--- config.mk ---
export PLATFORM = sky130hd
export DESIGN_NAME = r_hdr_insert_converter
export DESIGN_NICKNAME = d
export VERILOG_FILES = /design/src/rtl/doce_tl_pkg.sv /design/src/rtl/tl_beat_reg.sv /design/src/rtl/r_hdr_insert_converter.sv
export SDC_FILE = /design/constraint.sdc
export NUM_CORES = 1
export LEC_CHECK = 0
export ABC_AREA = 0
export CORE_MARGIN = 8
export CORE_UTILIZATION = 42
export DETAILED_ROUTE_END_ITERATION = 10
export PLACE_DENSITY_LB_ADDON = 0.1
export SLEW_MARGIN = 20
export SYNTH_ARGS = -nofsm -noshare
export SYNTH_HDL_FRONTEND = slang
export SYNTH_SLANG_ARGS = --single-unit
--- constraint.sdc ---
create_clock -name clk -period 6.9 [get_ports clk]
set_clock_uncertainty 0.05 [all_clocks]
set_input_delay 2.07 -clock clk [delete_from_list [all_inputs] [get_ports clk]]
set_output_delay 2.07 -clock clk [all_outputs]
set_load 0.02 [all_outputs]
--- src/rtl/doce_tl_pkg.sv ---
// Shared DoCE transaction-layer definitions: one-hot FSM state encoding and
// the byte-count field width helper.
package doce_tl_pkg;

    typedef enum logic [2:0] {
        ST_IDLE = 3'b001,
        ST_BODY = 3'b010,
        ST_TAIL = 3'b100
    } tl_state_t;

    // A byte-count field must hold every value 0..DATA_W/8 inclusive
    function automatic int bc_width(input int data_w);
        return $clog2(data_w / 8) + 1;
    endfunction

endpackage

--- src/rtl/tl_beat_reg.sv ---
// Single-beat output register: data, last flag and byte count stay frozen
// while valid_out is held against a stalled downstream.
module tl_beat_reg #(
    parameter int DATA_W = 128,
    parameter int BC_W   = 5
) (
    input  logic              clk,
    input  logic              reset,
    input  logic              load,
    input  logic              ready_in,
    input  logic [DATA_W-1:0] load_data,
    input  logic              load_last,
    input  logic [BC_W-1:0]   load_bytes,
    output logic [DATA_W-1:0] rdata_out,
    output logic              rlast_out,
    output logic [BC_W-1:0]   last_bytes_out,
    output logic              valid_out
);

    always_ff @(posedge clk or posedge reset) begin
        if (reset) begin
            rdata_out      <= '0;
            rlast_out      <= 1'b0;
            last_bytes_out <= '0;
            valid_out      <= 1'b0;
        end else if (load) begin
            rdata_out      <= load_data;
            rlast_out      <= load_last;
            last_bytes_out <= load_bytes;
            valid_out      <= 1'b1;
        end else if (ready_in) begin
            valid_out      <= 1'b0;
        end
    end

endmodule

--- src/rtl/r_hdr_insert_converter.sv ---
// Read-data header inserter: prepends an HDR_W-bit header to each burst by
// shifting every beat up, emits a tail beat on residue overflow, reports beat counts.
module r_hdr_insert_converter
    import doce_tl_pkg::*;
#(
    parameter int DATA_W = 128,
    parameter int HDR_W  = 24,
    parameter int CNT_W  = 9,
    localparam int BC_W  = bc_width(DATA_W)
) (
    input  logic              clk,
    input  logic              reset,
    input  logic [DATA_W-1:0] rdata_in,
    input  logic              rlast_in,
    input  logic [BC_W-1:0]   last_bytes_in,
    input  logic [HDR_W-1:0]  config_in,
    input  logic              bypass_in,
    input  logic              valid_in,
    output logic              ready_out,
    output logic [DATA_W-1:0] rdata_out,
    output logic              rlast_out,
    output logic [BC_W-1:0]   last_bytes_out,
    output logic              valid_out,
    input  logic              ready_in,
    output logic [CNT_W-1:0]  num,
    output logic              num_valid,
    input  logic              num_ready
);

    localparam int B     = DATA_W / 8;
    localparam int H     = HDR_W / 8;
    localparam int LOW_W = DATA_W - HDR_W;

    tl_state_t         state;
    logic [HDR_W-1:0]  residue;
    logic              bypass_q;
    logic [CNT_W-1:0]  count;
    logic [BC_W-1:0]   tail_bytes;

    logic              is_idle;
    logic              is_body;
    logic              is_tail;
    logic              can_load;
    logic              accept;
    logic              use_bypass;
    logic [BC_W-1:0]   lb_eff;
    logic [BC_W:0]     sum_bytes;
    logic              fits;
    logic [HDR_W-1:0]  hdr_src;
    logic [DATA_W-1:0] shifted;
    logic [DATA_W-1:0] tail_data;
    logic [CNT_W-1:0]  count_inc;
    logic [CNT_W-1:0]  beat_count;

    logic              load;
    logic [DATA_W-1:0] load_data;
    logic              load_last;
    logic [BC_W-1:0]   load_bytes;
    logic              publish;
    logic [CNT_W-1:0]  publish_val;
    logic              go_tail;

    assign is_idle  = (state == ST_IDLE);
    assign is_body  = (state == ST_BODY);
    assign is_tail  = (state == ST_TAIL);
    assign can_load = ~valid_out | ready_in;

    // A new burst may only start once the previous count has a free slot
    always_comb begin
        ready_out = 1'b0;
        if (!reset && can_load) begin
            if (is_idle) begin
                ready_out = ~num_valid | num_ready;
            end else if (is_body) begin
                ready_out = 1'b1;
            end
        end
    end

    assign accept = valid_in & ready_out;

    assign use_bypass = is_idle ? bypass_in : bypass_q;
    assign lb_eff     = (last_bytes_in == '0) ? BC_W'(B) : last_bytes_in;
    assign sum_bytes  = {1'b0, lb_eff} + (BC_W + 1)'(H);
    assign fits       = (sum_bytes <= (BC_W + 1)'(B));
    assign hdr_src    = is_idle ? config_in : residue;
    assign shifted    = {rdata_in[LOW_W-1:0], hdr_src};
    assign count_inc  = (count == {CNT_W{1'b1}}) ? count : count + CNT_W'(1);
    assign beat_count = is_idle ? CNT_W'(1) : count_inc;

    // Residue bytes beyond the tail's valid count come from the input's
    // invalid upper bytes, so they are cleared
    always_comb begin
        tail_data = '0;
        for (int i = 0; i < H; i++) begin
            if (BC_W'(i) < tail_bytes) begin
                tail_data[8*i +: 8] = residue[8*i +: 8];
            end
        end
    end

    always_comb begin
        load        = 1'b0;
        load_data   = shifted;
        load_last   = 1'b0;
        load_bytes  = BC_W'(B);
        publish     = 1'b0;
        publish_val = beat_count;
        go_tail     = 1'b0;
        if (is_tail) begin
            load        = can_load;
            load_data   = tail_data;
            load_last   = 1'b1;
            load_bytes  = tail_bytes;
            publish     = can_load;
            publish_val = count;
        end else if (accept) begin
            load      = 1'b1;
            load_data = use_bypass ? rdata_in : shifted;
            if (rlast_in) begin
                if (use_bypass) begin
                    load_last  = 1'b1;
                    load_bytes = lb_eff;
                    publish    = 1'b1;
                end else if (fits) begin
                    load_last  = 1'b1;
                    load_bytes = sum_bytes[BC_W-1:0];
                    publish    = 1'b1;
                end else begin
                    go_tail    = 1'b1;
                end
            end
        end
    end

    // FSM, residue, burst counter and the count side channel
    always_ff @(posedge clk or posedge reset) begin
        if (reset) begin
            state      <= ST_IDLE;
            residue    <= '0;
            bypass_q   <= 1'b0;
            count      <= '0;
            tail_bytes <= '0;
            num        <= '0;
            num_valid  <= 1'b0;
        end else begin
            if (publish) begin
                num       <= publish_val;
                num_valid <= 1'b1;
            end else if (num_ready) begin
                num_valid <= 1'b0;
            end

            if (accept) begin
                count <= beat_count;
                if (!use_bypass) begin
                    residue <= rdata_in[DATA_W-1 -: HDR_W];
                end
                if (is_idle) begin
                    bypass_q <= bypass_in;
                end
                if (!rlast_in) begin
                    state <= ST_BODY;
                end else if (go_tail) begin
                    state      <= ST_TAIL;
                    tail_bytes <= BC_W'(sum_bytes - (BC_W + 1)'(B));
                end else begin
                    state <= ST_IDLE;
                end
            end else if (is_tail && can_load) begin
                state <= ST_IDLE;
            end
        end
    end

    tl_beat_reg #(
        .DATA_W(DATA_W),
        .BC_W  (BC_W)
    ) u_beat_reg (
        .clk           (clk),
        .reset         (reset),
        .load          (load),
        .ready_in      (ready_in),
        .load_data     (load_data),
        .load_last     (load_last),
        .load_bytes    (load_bytes),
        .rdata_out     (rdata_out),
        .rlast_out     (rlast_out),
        .last_bytes_out(last_bytes_out),
        .valid_out     (valid_out)
    );

endmodule

==> impl_metrics.ini <==
[hold_path]
min_path_cells = 2
hold_class = flip-flop to flip-flop

[routing]
drcViolationCount = 0
wl_per_cell_um = 22.7
num_vias = 8254
initialDrtViolationCount = 673
antenna_left = 0
finalWirelength_mm = 33.8
firstDrtPassIters = 5
drt-vias-per-instance = 5.55

[critical_path]
cpMostUsedCell = clkdlybuf4s50_1
path_class = primary input to primary output
slowest_stage = clkdlybuf4s50_1
ff2ff_path_depth = 7
worstPathMaxFanout = 7
path_cells = clkdlybuf4s50_1, nor2b_1, o21a_1, nor4b_1, clkdlybuf4s50_1
path_depth = 5
required_ns = 4.78
max_stage_delay_ns = 0.66
cp_top_family = buffers and inverters
end_kind = primary output
critPathBufInv = 2
start_kind = primary input
arrival_ns = 3.87

[global_routing]
antenna_found_initial = 1
grt_max_degree = 101
overflow = 0
grt_usage_pct = 24.4
grt_pass1_vias = 8277
grt_pass1_wl_mm = 50.3

[floorplan]
fp.dieH_um = 165
coreArea_um2 = 21800
start_util_pct = 42.6
ios = 310
die_x_um = 165
rows = 54
die-area_um2 = 27100

[cts]
cts_num_sinks = 187
cts_resized = 0
cts_buffer_depth = 2
root_buffer = clkbuf_16
clk_latency_ns = 0.42
numCtsBuffers = 17
postCtsSetupBuffers = 0
clk_pin_slew_ns = 0.07
h-tree-depth = 4
cts_hold_buffers = 0
cts_tree = done

[synth]
synth_edf_count = 0
avgSynthCellArea_um2 = 10.0
syn_area_um2 = 9280
synth_cell_types = 64
synth_nets = 1092
synth_top_cells_by_count = dfrtp_1, nand2_1, o21ai_0, mux2i_1, clkbuf_1
synthTopCellsByArea = dfrtp_1, mux2i_1, nand2_1, o21ai_0, mux2_2
ys_seq_area_share_pct = 50.5
yosysTopAreaCell = dfrtp_1
ys.warnings.count = 0
synth.most_common_cell = dfrtp_1
ys_ff_latch = 187
synthCells = 925
netlist.area_leader.share_pct = 50.2
synth-main-ff-cell = dfrtp_1
ys_async_sr_fraction_pct = 100

[sta]
drv_slew = 0
rsz0062_at_grt = false
fin_crit_sh_pct = 86.9
setup_ws_ns = 0.907
finalCriticalPeriod_ns = 5.99
finalHoldViolCount = 0
fin_setup_tns_ns = 0
fmax_mhz = 167
relSlewSlack_pct = 26.9
tightest_slew_ns = 1.10
finalSetupViolCount = 0

[placement]
portBuffers = 309
dp_slack_ns = 0.908
postPlaceCellArea_um2 = 12600
hpwl_mm = 24.5
gp_congestion = 0.838

[layout]
final_nets = 1364
drive_gt1_share_pct = 7.70
design_area_um2 = 13200
syn_to_final_growth_pct = 42.2
antenna_cells = 0

[flow_run]
max_cap_violations = 0

[run_status]
outcome = complete, no violations

[power_and_ir_drop]
powerDensity_nw_per_um2 = 441
ir_drop_mv = 0.297
p_leak_nw = 5.66
==> worst min-delay path: cells and delay by family (launching register included) <==
family	cells	cell delay [ns]
flip-flops	1	0.34
AO/OA/AOI/OAI	1	0.06
AND/OR/NAND/NOR	1	0.05
==> final timing paths <==
kind,startpoint,to,slack (ns)
min reg2reg,u_beat_reg.rdata_out[24]$_DFFE_PP0P_,u_beat_reg.rdata_out[24]$_DFFE_PP0P_,0.43
max in group asynchronous,reset,u_beat_reg.rdata_out[18]$_DFFE_PP0P_,3.72
min,u_beat_reg.rdata_out[24]$_DFFE_PP0P_,u_beat_reg.rdata_out[24]$_DFFE_PP0P_,0.43
max reg2reg,state[0]$_DFFE_PP1P_,u_beat_reg.rdata_out[5]$_DFFE_PP0P_,3.47
max,num_ready,ready_out,0.91
min in group asynchronous,reset,num_valid$_DFFE_PP0P_,1.93
==> layer usage <==
metal / part of all wire, % / vias up / global-route usage (%) / wire [um]
li1: - / 3843 / - / -
met1: 42 / 4051 / 30.4 / 14100
met2: 47 / 312 / 39.8 / 15800
met3: 8.8 / 46 / 7.68 / 2960
met4: 2.6 / 2 / 7.94 / 867
met5: 0.039 / - / 0 / 13
==> where the power goes <==
group          leakage [nW]  internal (mW)  switching (mW)
clock network         0.278          0.562           0.440
registers              2.36           1.56           0.307
logic                  3.01           1.36            1.60
total                  5.66           3.48            2.34
==> placed cells by master, fill, tap and decap left out, types with 5 or more instances in the layout <==
cell type,count
a211o_1,16
a21oi_1,32
a22oi_1,9
a31oi_1,20
buf_4,8
clkbuf_16,17
clkdlybuf4s50_1,309
dfrtp_1,186
inv_1,12
mux2_2,37
mux2i_1,116
nand2_1,165
nand2b_1,5
nand3_1,7
nand4_1,5
nor2_1,38
o21ai_0,122
==> through the flow <==
stage	hold slack [ns]	power [mW]	util (%)	instances
2_1_floorplan	0.437	3.60	-	925
3_3_place_gp	0.411	4.80	57.9	1457
3_5_place_dp	0.419	4.86	57.9	1457
4_1_cts	0.434	5.86	60.6	1487
5_1_grt	0.446	6.16	60.7	1488
6_report	0.428	5.82	60.7	1488
==> sequential cells by signal, summed over array words and instances, names as in the netlist <==
name	count
bypass_q	1
residue	24
tail_bytes	5
u_beat_reg.rlast_out	1
count	9
num	9
num_valid	1
u_beat_reg.rdata_out	128
state	3
u_beat_reg.last_bytes_out	5
u_beat_reg.valid_out	1
==> final cells by class <==
cell class / count / area [um2]
fill: 1898 / 8560
sequential: 187 / 4680
multi-input combinational: 658 / 4310
timing repair buffer: 320 / 3210
clock buffer: 21 / 470
tap: 280 / 350
clock inverter: 9 / 114
inverter: 13 / 52.6
==> cell families after synthesis <==
logic type,synth area share (%)
AO/OA/AOI/OAI,15.7
XOR/XNOR,0.189
adder cells (fa/ha/maj),0.405
buffers and inverters,3.56
flip-flops,50.5
multiplexers,17.6
AND/OR/NAND/NOR,12.1
Note: power is estimated with default switching activity, not from simulation.
